[config.mk]
export PLATFORM = sky130hd
export DESIGN_NAME = uart_prog_loader
export DESIGN_NICKNAME = d
export VERILOG_FILES = /design/src/rtl/uart_prog_pkg.sv /design/src/rtl/uart_rx_core.sv /design/src/rtl/uart_prog_loader.sv
export SDC_FILE = /design/constraint.sdc
export NUM_CORES = 1
export LEC_CHECK = 0
export ABC_AREA = 1
export CORE_MARGIN = 2
export CORE_UTILIZATION = 50
export DETAILED_ROUTE_END_ITERATION = 10
export PLACE_DENSITY = 0.7
export SETUP_SLACK_MARGIN = 0.3
export SLEW_MARGIN = 20
export SYNTH_ARGS = -nofsm -noshare
export SYNTH_HDL_FRONTEND = slang
export SYNTH_SLANG_ARGS = --single-unit
[constraint.sdc]
create_clock -name wb_clk_i -period 3.81 [get_ports wb_clk_i]
set_input_delay 0.9525 -clock wb_clk_i [delete_from_list [all_inputs] [get_ports wb_clk_i]]
set_output_delay 0.9525 -clock wb_clk_i [all_outputs]
set_load 0.02 [all_outputs]
[src/rtl/uart_prog_pkg.sv]
// Shared types and default constants for the UART program loader.
package uart_prog_pkg;

  // Receiver frame states.
  typedef enum logic [1:0] {
    RX_IDLE  = 2'd0,
    RX_START = 2'd1,
    RX_DATA  = 2'd2,
    RX_STOP  = 2'd3
  } rx_state_t;

  // 40 MHz clock, 115200 baud.
  localparam int          DEF_CLKS_PER_BIT = 347;
  localparam int          DEF_WORD_BYTES   = 4;
  localparam int          DEF_ADDR_W       = 10;
  localparam logic [63:0] DEF_END_WORD     = 64'h0000_0000_0000_0FFF;

endpackage

[src/rtl/uart_rx_core.sv]
// UART receiver: input synchroniser, bit timing and frame FSM.
// Emits single-cycle byte_valid / frame_err strobes in the cycle of the stop-bit sample.
module uart_rx_core
  import uart_prog_pkg::*;
#(
  parameter int CLKS_PER_BIT = DEF_CLKS_PER_BIT
) (
  input  logic       i_clk,
  input  logic       i_rst_n,
  input  logic       i_en,
  input  logic       i_rx,
  output logic [7:0] o_byte,
  output logic       o_byte_valid,
  output logic       o_frame_err
);

  localparam int CNT_W   = $clog2(CLKS_PER_BIT + 1);
  localparam int HALF_M1 = (CLKS_PER_BIT / 2 > 0) ? CLKS_PER_BIT / 2 - 1 : 0;
  localparam logic [CNT_W-1:0] CNT_FULL = CNT_W'(CLKS_PER_BIT - 1);
  localparam logic [CNT_W-1:0] CNT_HALF = CNT_W'(HALF_M1);

  logic             r_rx_meta;
  logic             r_rx_sync;
  logic [1:0]       r_settle;
  rx_state_t        r_state;
  logic [CNT_W-1:0] r_cnt;
  logic [2:0]       r_bit_idx;
  logic [7:0]       r_shift;
  logic             r_armed;

  rx_state_t        w_state_next;
  logic [CNT_W-1:0] w_cnt_next;
  logic [2:0]       w_bit_idx_next;
  logic [7:0]       w_shift_next;
  logic             w_armed_next;
  logic             w_byte_valid;
  logic             w_frame_err;
  logic             w_settled;

  // Two-flop synchroniser; resets to the idle (high) line level.
  always_ff @(posedge i_clk or negedge i_rst_n) begin
    if (!i_rst_n) begin
      r_rx_meta <= 1'b1;
      r_rx_sync <= 1'b1;
    end else begin
      r_rx_meta <= i_rx;
      r_rx_sync <= r_rx_meta;
    end
  end

  // Counts out the synchroniser's reset value so a line that is low after reset
  // is not mistaken for a fresh start edge.
  always_ff @(posedge i_clk or negedge i_rst_n) begin
    if (!i_rst_n) begin
      r_settle <= 2'd0;
    end else if (r_settle != 2'd2) begin
      r_settle <= r_settle + 2'd1;
    end
  end

  assign w_settled = (r_settle == 2'd2);

  // Frame FSM state and datapath registers.
  always_ff @(posedge i_clk or negedge i_rst_n) begin
    if (!i_rst_n) begin
      r_state   <= RX_IDLE;
      r_cnt     <= '0;
      r_bit_idx <= 3'd0;
      r_shift   <= 8'd0;
      r_armed   <= 1'b0;
    end else begin
      r_state   <= w_state_next;
      r_cnt     <= w_cnt_next;
      r_bit_idx <= w_bit_idx_next;
      r_shift   <= w_shift_next;
      r_armed   <= w_armed_next;
    end
  end

  // Next-state and strobe decode. A start edge is only honoured once the line
  // has been seen high (armed), so partial frames after reset, disable or a
  // framing error are skipped.
  always_comb begin
    w_state_next   = r_state;
    w_cnt_next     = r_cnt + CNT_W'(1);
    w_bit_idx_next = r_bit_idx;
    w_shift_next   = r_shift;
    w_armed_next   = r_armed;
    w_byte_valid   = 1'b0;
    w_frame_err    = 1'b0;
    if (!i_en) begin
      w_state_next   = RX_IDLE;
      w_cnt_next     = '0;
      w_bit_idx_next = 3'd0;
      w_armed_next   = 1'b0;
    end else begin
      case (r_state)
        RX_IDLE: begin
          w_cnt_next     = '0;
          w_bit_idx_next = 3'd0;
          if (!r_armed) begin
            if (w_settled && r_rx_sync) w_armed_next = 1'b1;
          end else if (!r_rx_sync) begin
            w_state_next = RX_START;
          end
        end
        RX_START: begin
          if (r_cnt == CNT_HALF) begin
            w_cnt_next   = '0;
            w_state_next = r_rx_sync ? RX_IDLE : RX_DATA;
          end
        end
        RX_DATA: begin
          if (r_cnt == CNT_FULL) begin
            w_cnt_next     = '0;
            w_shift_next   = {r_rx_sync, r_shift[7:1]};
            w_bit_idx_next = r_bit_idx + 3'd1;
            if (r_bit_idx == 3'd7) w_state_next = RX_STOP;
          end
        end
        RX_STOP: begin
          if (r_cnt == CNT_FULL) begin
            w_cnt_next   = '0;
            w_state_next = RX_IDLE;
            if (r_rx_sync) begin
              w_byte_valid = 1'b1;
            end else begin
              w_frame_err  = 1'b1;
              w_armed_next = 1'b0;
            end
          end
        end
        default: w_state_next = RX_IDLE;
      endcase
    end
  end

  assign o_byte       = r_shift;
  assign o_byte_valid = w_byte_valid;
  assign o_frame_err  = w_frame_err;

endmodule

[src/rtl/uart_prog_loader.sv]
// UART program loader: assembles received bytes into little-endian words and
// writes them to sequential memory addresses until the terminator word arrives.
module uart_prog_loader
  import uart_prog_pkg::*;
#(
  parameter int          CLKS_PER_BIT = DEF_CLKS_PER_BIT,
  parameter int          WORD_BYTES   = DEF_WORD_BYTES,
  parameter int          ADDR_W       = DEF_ADDR_W,
  parameter logic [63:0] END_WORD     = DEF_END_WORD
) (
  input  logic                    wb_clk_i,
  input  logic                    rst_n,
  input  logic                    en_i,
  input  logic                    rx_i,
  output logic                    mem_we_o,
  output logic [ADDR_W-1:0]       mem_addr_o,
  output logic [8*WORD_BYTES-1:0] mem_wdata_o,
  output logic                    done_o,
  output logic                    frame_err_o,
  output logic                    ovf_o
);

  localparam int DATA_W = 8 * WORD_BYTES;
  localparam int BCNT_W = (WORD_BYTES > 1) ? $clog2(WORD_BYTES) : 1;
  localparam logic [BCNT_W-1:0] LAST_BYTE  = BCNT_W'(WORD_BYTES - 1);
  localparam logic [DATA_W-1:0] END_WORD_W = END_WORD[DATA_W-1:0];
  localparam logic [ADDR_W-1:0] ADDR_MAX   = '1;

  logic [BCNT_W-1:0] r_byte_cnt;
  logic [DATA_W-1:0] r_word;
  logic [ADDR_W-1:0] r_wr_addr;
  logic              r_we;
  logic [ADDR_W-1:0] r_mem_addr;
  logic [DATA_W-1:0] r_mem_wdata;
  logic              r_done;
  logic              r_frame_err;
  logic              r_ovf;

  logic              w_core_en;
  logic [7:0]        w_rx_byte;
  logic              w_rx_valid;
  logic              w_rx_frame_err;
  logic [DATA_W-1:0] w_word_next;
  logic              w_word_done;

  // Once loading is done the receiver is held idle so the line is ignored.
  assign w_core_en = en_i & ~r_done;

  uart_rx_core #(
    .CLKS_PER_BIT(CLKS_PER_BIT)
  ) u_rx (
    .i_clk        (wb_clk_i),
    .i_rst_n      (rst_n),
    .i_en         (w_core_en),
    .i_rx         (rx_i),
    .o_byte       (w_rx_byte),
    .o_byte_valid (w_rx_valid),
    .o_frame_err  (w_rx_frame_err)
  );

  // Drop the incoming byte into its lane; the first byte lands in bits [7:0].
  for (genvar gi = 0; gi < WORD_BYTES; gi++) begin : g_lane
    assign w_word_next[gi*8 +: 8] = (r_byte_cnt == BCNT_W'(gi)) ? w_rx_byte
                                                                 : r_word[gi*8 +: 8];
  end

  assign w_word_done = w_rx_valid && (r_byte_cnt == LAST_BYTE);

  // Byte counter and partial word; disable discards the partial word.
  always_ff @(posedge wb_clk_i or negedge rst_n) begin
    if (!rst_n) begin
      r_byte_cnt <= '0;
      r_word     <= '0;
    end else if (!en_i) begin
      r_byte_cnt <= '0;
      r_word     <= '0;
    end else if (w_rx_valid) begin
      if (w_word_done) begin
        r_byte_cnt <= '0;
        r_word     <= '0;
      end else begin
        r_byte_cnt <= r_byte_cnt + BCNT_W'(1);
        r_word     <= w_word_next;
      end
    end
  end

  // Memory write port, address pointer and sticky status flags. The output
  // address/data registers only load on a write so they hold between strobes.
  always_ff @(posedge wb_clk_i or negedge rst_n) begin
    if (!rst_n) begin
      r_we        <= 1'b0;
      r_mem_addr  <= '0;
      r_mem_wdata <= '0;
      r_wr_addr   <= '0;
      r_done      <= 1'b0;
      r_frame_err <= 1'b0;
      r_ovf       <= 1'b0;
    end else begin
      r_we <= 1'b0;
      if (w_rx_frame_err) r_frame_err <= 1'b1;
      if (w_word_done) begin
        if (w_word_next == END_WORD_W) begin
          r_done <= 1'b1;
        end else if (!r_ovf) begin
          r_we        <= 1'b1;
          r_mem_addr  <= r_wr_addr;
          r_mem_wdata <= w_word_next;
          if (r_wr_addr == ADDR_MAX) begin
            r_ovf <= 1'b1;
          end else begin
            r_wr_addr <= r_wr_addr + ADDR_W'(1);
          end
        end
      end
    end
  end

  assign mem_we_o    = r_we;
  assign mem_addr_o  = r_mem_addr;
  assign mem_wdata_o = r_mem_wdata;
  assign done_o      = r_done;
  assign frame_err_o = r_frame_err;
  assign ovf_o       = r_ovf;

endmodule

## Word level (Yosys, flattened, before mapping)

Index checks and enable logic that the tools add are counted.

- Register bits after elaboration: 117
- Bits of input ports: 4
- Output and inout port bits: 46

- Add/sub/neg operators: 5
- Eq/ne operators: 23
- Mux-type cells: 45
- Bitwise operators: 5
- Reduce and logical (&&, ||, !) cells: 13

Operator list:

| kind | count |
|---|---|
| $mux W32 | 3 |
| $eq A32 B12 Y1 const B | 1 |
| $mux W8 | 4 |
| $mux W9 | 3 |
| $ne A3 B3 Y1 const B | 9 |
| $pmux W9 S3 | 1 |
| $mux W2 | 11 |
| $mux W1 | 18 |
| $add A10 B1 Y10 const B | 1 |
| $eq A10 B10 Y1 const B | 1 |
| $eq A2 B2 Y1 const B | 5 |
| $add A9 B1 Y9 const B | 1 |
| $eq A9 B8 Y1 const B | 1 |
| $eq A9 B9 Y1 const B | 1 |
| $reduce_and A3 Y1 | 3 |
| $pmux W2 S4 | 1 |
| $mux W3 | 2 |
| $pmux W3 S2 | 1 |
| $reduce_and A2 Y1 | 3 |
| $reduce_and A6 Y1 | 1 |
| $add A2 B1 Y2 const B | 2 |
| $eq A2 B1 Y1 const B | 2 |
| $logic_not A2 Y1 | 2 |
| $not A1 Y1 | 4 |
| other kinds (9) | 10 |

## Logic depth before layout (Yosys ltp)

Gate-level depths: netlist of run 1.

- Depth after elaboration: 8
- Depth in mapped cells: 16
- Gate-level depth less buffers: 14

## Hierarchy

A second synthesis of run 1 with hierarchy kept.

- Cell total of the unflattened synthesis: 657
- Area total of the unflattened synthesis: 5714.2 µm²

By module, submodules not included:

| module | instances | cells an instance | area each (µm²) | sequential area each (µm²) |
|---|---|---|---|---|
| uart_prog_loader | 1 | 495 | 4315.4 | 2252.2 |
| uart_rx_core | 1 | 162 | 1398.8 | 678.2 |

## Worst setup path before layout of run 1

No wires, ideal clock.

- Path type: input -> register
- Start: input en_i
- End: register r_mem_wdata[12], in the netlist mem_wdata_o[12]
- Setup time: 130 ps
- Arrival time: 2159 ps
- Required time: 3680 ps
- Setup slack: 1521 ps
- Cell stages on the path: 12
- Path through: buf_4 inv_4 nor2_8 nand3_4 nor2_4 nand2_2 nor2_4 nand2_4 buf_12 buf_12 nand2_1 o21ai_0

- Longest elaborated chain between the ends: 4

Ends and longest elaborated chain:

| item | line | RTL |
|---|---|---|
| start, declared | uart_prog_loader.sv:13 | `input logic en_i,` |
| $and A1 B1 Y1 | uart_prog_loader.sv:47 | `assign w_core_en = en_i & ~r_done;` |
| $mux W1 | uart_rx_core.sv:91 | `if (!i_en) begin` |
| $logic_and A1 B1 Y1 | uart_prog_loader.sv:67 | `assign w_word_done = w_rx_valid && (r_byte_cnt == LAST_BYTE);` |
| $reduce_and A3 Y1 (no source line) | n/a |  |
| end signal, assigned | uart_prog_loader.sv:108 | `r_mem_wdata <= w_word_next;` |
| end, declared | uart_prog_loader.sv:34 | `logic [DATA_W-1:0] r_mem_wdata;` |

No other way between the ends.
A chain may end at the register's enable or synchronous reset.

## Final worst setup path of run 1

- Start: input en_i
- End: register r_word[15]

- Longest elaborated chain between the ends: 6
- Elaborated cells between the ends (all ways): 7
- Those cells by class: 1 x eq/ne; 4 x mux; 1 x bitwise; 1 x reduce/logical

Ends and longest elaborated chain:

| item | line | RTL |
|---|---|---|
| $and A1 B1 Y1 | uart_prog_loader.sv:47 |  |
| $mux W1 | uart_rx_core.sv:91 |  |
| $logic_and A1 B1 Y1 | uart_prog_loader.sv:67 |  |
| $mux W32 | uart_prog_loader.sv:78 | `if (w_word_done) begin` |
| $mux W32 | uart_prog_loader.sv:77 | `end else if (w_rx_valid) begin` |
| $mux W32 | uart_prog_loader.sv:74 | `end else if (!en_i) begin` |
| end signal, assigned | uart_prog_loader.sv:83 | `r_word <= w_word_next;` |
| end, declared | uart_prog_loader.sv:30 | `logic [DATA_W-1:0] r_word;` |

Several ways; a longest one is shown, not always the timed one. The select of a mux whose other input is x is not followed.

==> flow_summary.ini, run 1 <==
[layout]
final_cells = 890
final_nets = 755
drive_gt1_frac = 0.1258
n_antenna_cell = 0
area_growth_pct = 18.78

[synthesis]
synth_common_cells = 192 x nand2_1, 115 x dfrtp_1, 84 x inv_1
synthTopCellsByArea = dfrtp_1 49%, nand2_1 12%, inv_1 5.4%, o21ai_0 3.7%, o21ai_2 3.4%
synth_seq_cells = 117
syn_nets = 703
avgSynthCellArea_um2 = 8.566
synth-xor-area-share = 0.01198
synthMuxAreaShare = 0
yosys.area_share.adder = 0.03422
synth_edf_count = 0
ys_seq_area_frac = 0.5009
synth_simple_gate_area_frac = 0.2468
syn-cell-area_um2 = 5851
ys.flop_type = dfrtp_1
synth_top_area_share = 0.4919
netlist_instances = 683
synth_compound_area_frac = 0.1151
synth.most_common_cell = nand2_1
yosysWarnings = 0
synth-async-reset-ratio = 1.000
synth_top_family_by_area = simple AND/OR/NAND/NOR gates
synth.largest_area_cell = dfrtp_1
ys_types = 39

[detailed_routing]
wire_per_inst_um = 13.79
vias = 4612
wl_met1_um = 5442
drt_iter0_markers = 219
firstDrtPassIters = 5
wl_met3_um = 609
vias_per_cell = 5.182
drc = 0
totalWireLength_um = 12280
ant_nets = 0
highest_layer = met4
wl_met2_um = 5870

[critical_path]
crit_required_ns = 4.09
reg2reg_setup_slack_ns = 1.23
critPathArrivalTime_ns = 2.95
rr_startpoint = r_byte_cnt[0]
critPathMaxFanout = 15
r2r_end = mem_wdata_o[4]
worstSetupPathType = input pin to flip-flop
reg2regPathDepth = 12
setup.worst_path.start = en_i
cp-start-kind = input pin
end_kind = flip-flop

[min_path]
hp-class = flip-flop to flip-flop
hold_depth = 0
hp-start = u_rx.r_rx_meta
hold_path_end = u_rx.r_rx_sync

[timing]
post-route-period-util = 0.7011
setup_tns_ns = 0
finClkSkew_ns = 0.005922
finalMaxSlewViolations = 0
hold_viol = 0
maxSlewHeadroom = 0.5787
tightestPinTransition_ns = 0.6320
rsz0062_at_grt = false
min_period_ns = 2.671
fmax_mhz = 374.4
setup_viol = 0

[clocking]
cts_root_buf = clkbuf_16
numCtsBuffers = 17
htreeDepth = 4
cts.repair.resized = 0
cts_hold_buf = 0
cts_tree = yes
cts_max_path_buffers = 2
cts.sinks = 117
post_cts_buffers = 0
clkLatencyLatePin_ns = 0.41
path_clk_slew_ns = 0.05

[grt]
grt_pass1_wl_um = 21080
overflow = 0
grt_pass1_vias = 4574
grt_max_degree = 86
grt_use_total = 0.2101
antenna_found_initial = 0

[floorplanning]
initial_core_util = 0.5124
die-area_um2 = 12580
ioPinCount = 50
die_x_um = 112.2
rows = 39
die-height_um = 112.2
coreArea_um2 = 11420

[place]
hpwl_um = 8618
dp_cells = 859
gp_congestion = 0.8247
io_buffers = 49

[outcome]
status = finished, final reports clean

[power]
peakVddDrop_mv = 0.2804
p_per_area_nw_per_um2 = 422.9
power.total_uw = 2939
p_leak_uw = 0.003203

[job]
max-cap-violations = 0
-- worst max-delay path by stage --
stage | to | slack [ns] | cells past startpoint
finish | r_word[15] | 1.14 | 8
global route | mem_wdata_o[4] | 0.97 | 14
CTS | r_byte_cnt[1] | 1.16 | 8
detailed placement | r_word[15] | 0.72 | 8
global placement | r_word[19] | 0.77 | 8
floorplan | mem_wdata_o[12] | 1.52 | 12
-- area by class of cell --
cell class | instances | area [µm²]
well taps | 143 | 178.9
clock buffers | 21 | 470.5
fillers | 1011 | 4469
flip-flops and latches | 117 | 2930
multi-input cells | 458 | 2387
clock inverters | 10 | 105.1
repair buffers | 53 | 543.0
inverters | 88 | 334.1
-- layout by cell type, fill, tap and decap left out, types with 2 or more instances in the layout --
| master | count |
|---|---|
| a21oi_1 | 10 |
| buf_12 | 2 |
| buf_4 | 3 |
| bufinv_16 | 2 |
| clkbuf_16 | 17 |
| clkbuf_8 | 3 |
| clkdlybuf4s50_1 | 48 |
| clkinv_2 | 7 |
| clkinvlp_4 | 2 |
| dfrtp_1 | 115 |
| dfstp_2 | 2 |
| ha_1 | 16 |
| inv_1 | 84 |
| nand2_1 | 192 |
| nand2_2 | 20 |
| nand3_1 | 39 |
| nand4_1 | 10 |
| nor2_1 | 31 |
| nor2_2 | 5 |
| nor2_4 | 2 |
| nor3_1 | 18 |
| nor3b_1 | 2 |
| o21ai_0 | 43 |
| o21ai_1 | 15 |
| o21ai_2 | 23 |
| o21bai_1 | 7 |
| o22ai_1 | 10 |
| xor2_1 | 7 |
-- state kept, by name, indices dropped and copies added, names as in the netlist, 2 cells and up --
register        flops
r_wr_addr          10
u_rx.r_state        2
u_rx.r_settle       2
mem_addr_o         10
u_rx.r_cnt          9
mem_wdata_o        32
r_word             32
u_rx.r_bit_idx      3
u_rx.o_byte         8
r_byte_cnt          2
-- per-stage QoR --
stage               hold slack (ns)    util  area [µm²]  setup WS [ns]
CTS                          0.3557  0.6086        6949          1.158
global route                 0.3600  0.6086        6949         0.9693
global placement             0.3459  0.5582        6374         0.7675
floorplan                    0.3452       -        5851          1.521
finish                       0.3518  0.6086        6949          1.139
detailed placement           0.3481  0.5582        6374         0.7153
-- worst max-delay path, cell delays in order --
cell	delay, ns
clkdlybuf4s50_1	0.54
inv_4	0.09
nor2_8	0.16
nand3_4	0.11
inv_1	0.11
nand2_1	0.33
nand2_1	0.50
o22ai_1	0.14
-- logic make-up after synthesis --
logic type               Yosys count
buffers and inverters            108
AO/OA/AOI/OAI                    110
AND/OR/NAND/NOR                  324
adder cells (fa/ha/maj)           16
flip-flops                       117
XOR/XNOR                           8
-- power breakdown --
| group | internal (µW) | switching [µW] |
|---|---|---|
| Sequential | 1260 | 13.4 |
| Combinational | 38.1 | 91.7 |
| Clock | 1000 | 538 |
| Total | 2300 | 643 |
-- routing by layer --
layer | track usage | vias to the layer above
li1 | - | 2294
met1 | 0.2668 | 2165
met2 | 0.3285 | 124
met3 | 0.05940 | 29
met4 | 0.1114 | 0
met5 | 0 | -
(Power assumes the default switching activity.)
==> run 2, diff against run 1 <==
PLACE_DENSITY = 0.73   (was 0.7)
clock period = 2.35 ns   (was 3.81 ns; I/O delays follow)
==> run 2 against run 1 <==
Net effect:
- power rose by 62%
- clock power increased by 61%
- clock-buffer cell count rose by 3
- clock skew is 0.0035 ns higher
- utilization up 9.0 points
- largest cell class unchanged
- non-clock buffer count up 56
- die area unchanged
- via count rose by 12%
- global-route usage increased by 2.6 points
- critical path depth up 7
- first-iteration DRC count is 49% higher
- flip-flop and latch count unchanged
==> flow_summary.ini, run 2 (synthesized netlist as in run 1, its figures left out) <==
[outcome]
status = finished, final reports clean

[floorplanning]
ioPinCount = 50
die_x_um = 112.2
rows = 39
initial_core_util = 0.5124
coreArea_um2 = 11420
die-height_um = 112.2
die-area_um2 = 12580

[clocking]
cts_root_buf = clkbuf_16
cts_max_path_buffers = 2
cts.sinks = 117
clkLatencyLatePin_ns = 0.42
path_clk_slew_ns = 0.05
cts_hold_buf = 0
htreeDepth = 4
numCtsBuffers = 17
cts_tree = yes

[critical_path]
rr_startpoint = r_byte_cnt[1]
cp-start-kind = flip-flop
r2r_end = mem_wdata_o[12]
worstSetupPathType = flip-flop to flip-flop
end_kind = flip-flop
critPathMaxFanout = 6
setup.worst_path.start = r_byte_cnt[1]
reg2reg_setup_slack_ns = 0.11
endpoint = mem_wdata_o[12]
reg2regPathDepth = 15
crit_required_ns = 2.69
critPathArrivalTime_ns = 2.59

[layout]
final_cell_area_um2 = 7979
mostFrequentLayoutCell = nand2_1
drive_gt1_frac = 0.2863
final_cell_mix = 148 x nand2_1, 113 x dfrtp_1, 78 x inv_1
n_antenna_cell = 0
final_util = 0.6988
final_nets = 811
area_growth_pct = 36.38
nFillCells = 807

[place]
hpwl_um = 9012
io_buffers = 49
postPlaceCellArea_um2 = 6516
gp_congestion = 0.9020

[timing]
min_period_ns = 2.243
post-route-period-util = 0.9545
maxSlewHeadroom = 0.7181
tightestPinTransition_ns = 0.4229
fmax_mhz = 445.8
finalMaxSlewViolations = 0
hold_viol = 0
setup_viol = 0
hold_slack_ns = 0.1030
rsz0062_at_grt = true
finClkSkew_ns = 0.009386

[grt]
overflow = 0
grt_pass1_vias = 4919
grt_use_total = 0.2361
grt_pass1_wl_um = 23720
grt_max_degree = 57
antenna_found_initial = 0

[min_path]
hp-class = input pin to asynchronous set/reset pin

[power]
p_leak_uw = 0.003647
power.total_uw = 4764
peakVddDrop_mv = 0.5987
p_per_area_nw_per_um2 = 597.1

[detailed_routing]
ant_nets = 0
drc = 0
vias_per_cell = 5.477
vias = 5165
wire_per_inst_um = 16.57
totalWireLength_um = 15630
firstDrtPassIters = 5
drt_iter0_markers = 327

[job]
max-cap-violations = 0
-- run 2: changes by cell type in the layout (fill, tap and decap cells not counted), sizes merged --
cell,before,now
buf,5,57
clkbuf,21,28
clkdlybuf4s50,48,45
clkinv,8,5
clkinvlp,2,0
dlygate4sd2,0,2
bufinv,2,1
dlymetal6s2s,0,1
-- run 2: what timing repair did --
item / 4_1_cts / 5_1_grt
gates resized for setup: 47 / 99
endpoints found under the hold margin: 0 / 0
setup buffers: 21 / 14
gates cloned: 2 / 5
endpoints found under the setup margin: 55 / 73
pin swaps: 5 / 24
-- run 2: power by group --
part	internal [µW]	switching, µW
Sequential	2040	26.2
Combinational	69.2	152
Clock	1620	859
-- run 2: worst max-delay path, cell delays in order (launching register included) --
cell	delay, ns
dfrtp_2	0.46
inv_4	0.11
ha_4	0.20
buf_6	0.14
nand2_1	0.07
nand2_1	0.12
nand2_2	0.08
nor2_4	0.16
nand2_1	0.09
nor2_2	0.11
nand2_2	0.11
nand2_8	0.13
buf_12	0.14
clkbuf_16	0.15
nand2_2	0.04
o21ai_1	0.06
-- run 2: worst min-delay path by stage --
stage              startpoint               to  slack (ns)
2_1_floorplan           rst_n           done_o        0.29
3_3_place_gp   u_rx.r_rx_meta   u_rx.r_rx_sync        0.35
3_5_place_dp   u_rx.r_rx_meta   u_rx.r_rx_sync        0.35
4_1_cts                 rst_n   mem_wdata_o[4]         0.1
5_1_grt                 rst_n  mem_wdata_o[10]        0.13
6_report                rst_n  mem_wdata_o[10]        0.10
-- run 2: cell type report --
cell class | count | area, µm² | share of cell area
clock buffer | 24 | 521.8 | 0.06539
timing repair buffer | 109 | 1211 | 0.1518
sequential | 117 | 2933 | 0.3676
tap | 143 | 178.9 | 0.02242
multi-input combinational | 458 | 2736 | 0.3430
clock inverter | 4 | 45.04 | 0.005645
inverter | 88 | 352.8 | 0.04422
-- run 2: metrics by stage --
step,setup TNS (ns),worst slack (ns),std cells
2_1_floorplan,0,0.4001,683
5_1_grt,0,0.02966,943
3_5_place_dp,-0.04738,-0.01748,873
4_1_cts,0,0.2239,924
6_report,0,0.1070,943
3_3_place_gp,0,0.07299,873
-- run 2: routing by layer --
layer	routed length [µm]	GRT usage	vias to the layer above
met5	0	0	-
met4	363	0.09268	0
met3	934	0.06533	39
met2	8035	0.3964	188
met1	6295	0.2909	2529
li1	-	-	2409
